===== src/rtl/iomem_router.sv =====
// Routes picosoc iomem transactions in one address page to up to four slave slots.
// Absent or hung slaves are terminated by a timeout that returns an error word.
module iomem_router #(
   parameter logic [7:0]  PAGE     = 8'h03,
   parameter int unsigned TIMEOUT  = 255,
   parameter logic [31:0] ERR_DATA = 32'hDEADBEEF
) (
   input  logic         clk,
   input  logic         resetn,
   input  logic         m_valid,
   output logic         m_ready,
   input  logic [3:0]   m_wstrb,
   input  logic [31:0]  m_addr,
   input  logic [31:0]  m_wdata,
   output logic [31:0]  m_rdata,
   output logic [3:0]   s_valid,
   input  logic [3:0]   s_ready,
   output logic [3:0]   s_wstrb,
   output logic [31:0]  s_addr,
   output logic [31:0]  s_wdata,
   input  logic [127:0] s_rdata,
   input  logic         err_clr,
   output logic [7:0]   err_count,
   output logic         err_flag
);

   typedef enum logic [1:0] {StIdle, StBusy, StResp} state_t;

   localparam logic [15:0] LAST_CNT = 16'(TIMEOUT - 1);

   state_t      r_state, w_state;
   logic [1:0]  r_sel, w_sel;
   logic [15:0] r_cnt, w_cnt;
   logic        r_m_ready, w_m_ready;
   logic [31:0] r_m_rdata, w_m_rdata;
   logic [3:0]  r_s_valid, w_s_valid;
   logic [3:0]  r_s_wstrb, w_s_wstrb;
   logic [31:0] r_s_addr, w_s_addr;
   logic [31:0] r_s_wdata, w_s_wdata;
   logic [7:0]  r_err_count, w_err_count;
   logic        r_err_flag, w_err_flag;
   logic        w_err;
   logic        w_hit;
   logic [6:0]  w_rd_lsb;

   // !r_m_ready keeps the transaction just answered from being accepted a second time.
   assign w_hit    = m_valid && !r_m_ready && (m_addr[31:24] == PAGE);
   assign w_rd_lsb = {r_sel, 5'd0};

   always_comb begin
      w_state     = r_state;
      w_sel       = r_sel;
      w_cnt       = r_cnt;
      w_m_ready   = 1'b0;
      w_m_rdata   = r_m_rdata;
      w_s_valid   = r_s_valid;
      w_s_wstrb   = r_s_wstrb;
      w_s_addr    = r_s_addr;
      w_s_wdata   = r_s_wdata;
      w_err_count = r_err_count;
      w_err_flag  = r_err_flag;
      w_err       = 1'b0;

      case (r_state)
         StIdle: begin
            if (w_hit) begin
               w_s_addr  = m_addr;
               w_s_wdata = m_wdata;
               w_s_wstrb = m_wstrb;
               w_sel     = m_addr[21:20];
               if (m_addr[23:22] != 2'b00) begin
                  w_m_rdata = ERR_DATA;
                  w_err     = 1'b1;
                  w_state   = StResp;
               end else begin
                  w_s_valid = 4'b0001 << m_addr[21:20];
                  w_cnt     = 16'd0;
                  w_state   = StBusy;
               end
            end
         end
         StBusy: begin
            w_cnt = r_cnt + 16'd1;
            // A ready arriving on the expiry cycle still wins over the timeout.
            if (s_ready[r_sel]) begin
               w_m_rdata = s_rdata[w_rd_lsb +: 32];
               w_s_valid = 4'b0000;
               w_state   = StResp;
            end else if (r_cnt == LAST_CNT) begin
               w_m_rdata = ERR_DATA;
               w_s_valid = 4'b0000;
               w_err     = 1'b1;
               w_state   = StResp;
            end
         end
         StResp: begin
            w_m_ready = 1'b1;
            w_state   = StIdle;
         end
         default: begin
            w_s_valid = 4'b0000;
            w_state   = StIdle;
         end
      endcase

      if (err_clr) begin
         w_err_count = w_err ? 8'd1 : 8'd0;
         w_err_flag  = w_err;
      end else if (w_err) begin
         w_err_flag = 1'b1;
         if (r_err_count != 8'hFF) w_err_count = r_err_count + 8'd1;
      end
   end

   always_ff @(posedge clk or negedge resetn) begin
      if (!resetn) begin
         r_state     <= StIdle;
         r_sel       <= 2'd0;
         r_cnt       <= 16'd0;
         r_m_ready   <= 1'b0;
         r_m_rdata   <= 32'd0;
         r_s_valid   <= 4'd0;
         r_s_wstrb   <= 4'd0;
         r_s_addr    <= 32'd0;
         r_s_wdata   <= 32'd0;
         r_err_count <= 8'd0;
         r_err_flag  <= 1'b0;
      end else begin
         r_state     <= w_state;
         r_sel       <= w_sel;
         r_cnt       <= w_cnt;
         r_m_ready   <= w_m_ready;
         r_m_rdata   <= w_m_rdata;
         r_s_valid   <= w_s_valid;
         r_s_wstrb   <= w_s_wstrb;
         r_s_addr    <= w_s_addr;
         r_s_wdata   <= w_s_wdata;
         r_err_count <= w_err_count;
         r_err_flag  <= w_err_flag;
      end
   end

   assign m_ready   = r_m_ready;
   assign m_rdata   = r_m_rdata;
   assign s_valid   = r_s_valid;
   assign s_wstrb   = r_s_wstrb;
   assign s_addr    = r_s_addr;
   assign s_wdata   = r_s_wdata;
   assign err_count = r_err_count;
   assign err_flag  = r_err_flag;

endmodule


===== config.mk =====
export PLATFORM = sky130hd
export DESIGN_NAME = iomem_router
export DESIGN_NICKNAME = d
export VERILOG_FILES = /design/src/rtl/iomem_router.sv
export SDC_FILE = /design/constraint.sdc
export NUM_CORES = 1
export LEC_CHECK = 0
export ABC_AREA = 1
export BUFFER_PORTS_ARGS = -buffer_cell sky130_fd_sc_hd__buf_2
export CORE_AREA = 2 2 122 124
export CTS_CLUSTER_DIAMETER = 80
export DETAILED_ROUTE_END_ITERATION = 12
export DIE_AREA = 0 0 124 126
export PLACE_DENSITY = 0.81
export SYNTH_ARGS = -nofsm -noshare
export SYNTH_HDL_FRONTEND = slang
export SYNTH_SLANG_ARGS = --single-unit
export TNS_END_PERCENT = 100

===== constraint.sdc =====
create_clock -name clk -period 2.65 [get_ports clk]
set_clock_uncertainty 0.05 [all_clocks]
set_input_delay 0.1325 -clock clk [delete_from_list [all_inputs] [get_ports clk]]
set_output_delay 0.1325 -clock clk [all_outputs]
set_load 0.05 [all_outputs]

==> metrics.yaml <==
status: "complete, no violations"
crit_type: "flop to flop"
core_area_um2: 14300
avgSynthCellArea_um2: 7.67
finalMaxSlewViolations: 0
io_buffers: 317
fp.dieArea_um2: 15600
timing.final.crit_share_pct: 77.6
fin_util_pct: 67.6
setup_viol: 0
place.gp.congestion: 0.878
nNetsFinal: 1449
post-route-drc-count: 0
synthTopCellsByArea: "dfrtp_1, nand2_1, o211ai_1, nand3_1, o21ai_0"
grt_pass1_wl_um: 35900
num_io_pins: 318
yosys_register_bits: 132
grt.overflow.total: 0
die_w_um: 124
multi_input_comb_area_um2: 3050
syn_to_final_growth_pct: 43.4
rr_worst_depth: 7
worstReg2RegEnd: "err_count[5]"
r2r-start: "r_state[0]"
postRouteAntennaNets: 0
postCtsSetupBuffers: 0
place_ws_ns: 0.590
clk-insertion-delay-late_ns: 0.42
setup_ws_ns: 0.594
root_buffer: "clkbuf_16"
drt-vias-per-instance: 5.24
drt-wirelength-per-cell_um: 15.5
tritoncts: "done"
antenna_found_initial: 0
syn_area_um2: 6750
ys_seq_area_share_pct: 49.0
grt_setup_unrepaired: "no"
ys_warn_count: 0
postPlaceCellArea_um2: 8440
hold_buffers: 61
relSlewSlack_pct: 39.6
htree_levels: 4
grt_pass1_vias: 7538
arrival_ns: 2.30
die_h_um: 126
min_period_ns: 2.06
numCtsBuffers: 17
num_rows: 44
yosysMostFrequentCell: "nand2_1"
startpoint_type: "flop"
synth_edf_count: 0
vias: 7547
r2r_slack_ns: 0.59
required_ns: 2.90
synthDistinctLibCells: 32
crit_end: "err_count[5]"
synth_top_area_share_pct: 49.0
synthArstFlopShare_pct: 100
hold_violations: 0
dp.final_hpwl_um: 14900
grt_max_degree: 103
cp-startpoint: "r_state[0]"
power.density_nw_per_um2: 682
synth_ff_type: "dfrtp_1"
wirelength_um: 22300
max-clock-path-buffers: 2
max-vdd-ir-drop_v: 0.000429
ys_top_cells_by_count: "nand2_1, dfrtp_1, nor2_1, nand3_1, o21ai_0"
setup_tns_ns: 0
start_util_pct: 47.1
hp-class: "input port to flop"
worst_setup_path_end_kind: "flop"
synth_top_cell_by_area: "dfrtp_1"
cts_resized: 0
design_area_um2: 9680
tightest_slew_ns: 0.906
seqCellArea_um2: 3300
track_usage_pct: 29.4
timing.fmax_ghz: 0.486
syn_nets: 1087
cts_sinks: 132
drv_cap: 0
crit_fanout: 12
n_fill_cell: 1158
cts.clk_slew.worst_paths_ns: 0.06
drive_gt1_share_pct: 32.4
synthCells: 880
fin_total_pwr_uw: 6600
p_leak_uw: 0.00556
diodes: 0
drt-initial-drc-count: 582
first_pass_iters: 6
## power by group
part | internal, µW | switching (µW) | total, µW | leakage [µW]
Combinational | 519 | 1210 | 1730 | 0.00352
Clock | 1580 | 893 | 2470 | 0.000302
Sequential | 2230 | 163 | 2390 | 0.00173
## routing by layer
metal	vias up	wire length, µm	share of wire, %	GRT usage [%]
met2	341	11300	51	49.9
met4	0	1050	4.7	15.3
met5	-	0	0	0
li1	3588	-	-	-
met3	88	1460	6.5	6.25
met1	3530	8510	38	34.7
## per-stage QoR
step           std cells  hold slack, ns
2_1_floorplan        880          -0.213
3_3_place_gp        1346           0.260
3_5_place_dp        1346           0.263
4_1_cts             1439          0.0178
5_1_grt             1439          0.0399
6_report            1439          0.0368
## sequential cells by signal, summed over array words and instances, names as in the netlist
signal,cells
m_ready,1
s_wstrb,4
r_state,2
s_valid,4
err_flag,1
m_rdata,32
r_cnt,16
s_wdata,32
s_addr,31
err_count,8
r_sel,1
## worst min-delay path by stage
stage / depth (start not counted) / startpoint / end
floorplan: 0 / resetn / err_count[0]
global placement: 1 / resetn / r_cnt[10]
detailed placement: 1 / resetn / m_rdata[2]
CTS: 3 / err_clr / err_count[0]
global route: 3 / err_clr / err_count[0]
finish: 3 / err_clr / err_count[0]
## cell families after synthesis
logic type	share of synthesized area, %
AO/OA/AOI/OAI	10.8
XOR/XNOR	0.649
adder cells (fa/ha/maj)	0.556
buffers and inverters	5.88
flip-flops	49.0
AND/OR/NAND/NOR	33.1
## final cells by class
cell class,count,share of cell area [%]
Inverter,45,1.75
Multi-Input combinational cell,658,31.5
Timing Repair Buffer,388,23.7
Sequential cell,132,34.2
Tap cell,184,2.38
Clock buffer,21,4.97
Clock inverter,11,1.54
## placed cells by master, fill, tap and decap left out, drive strengths merged
cell         instances
nand2              340
buf                327
dfrtp              132
nor2                77
nand3               69
dlygate4sd3         61
o21ai               60
o211ai              49
inv                 46
or2                 28
clkbuf              21
o22ai                9
nor3                 8
nand4                6
clkinv               4
xor2                 3
ha                   3
bufinv               3
clkinvlp             3
nor3b                2
xnor2                2
and2                 1
a21oi                1
## worst max-delay path: stages, from the launching register on
cell and delay, ns:
dfrtp_1 0.39, inv_1 0.06, nor2_2 0.43, nand2_2 0.17, o21ai_1 0.31, nand2_1 0.30, nand3_1 0.15, nand2_1 0.08
No activity file was read; power rests on OpenSTA's default activity.
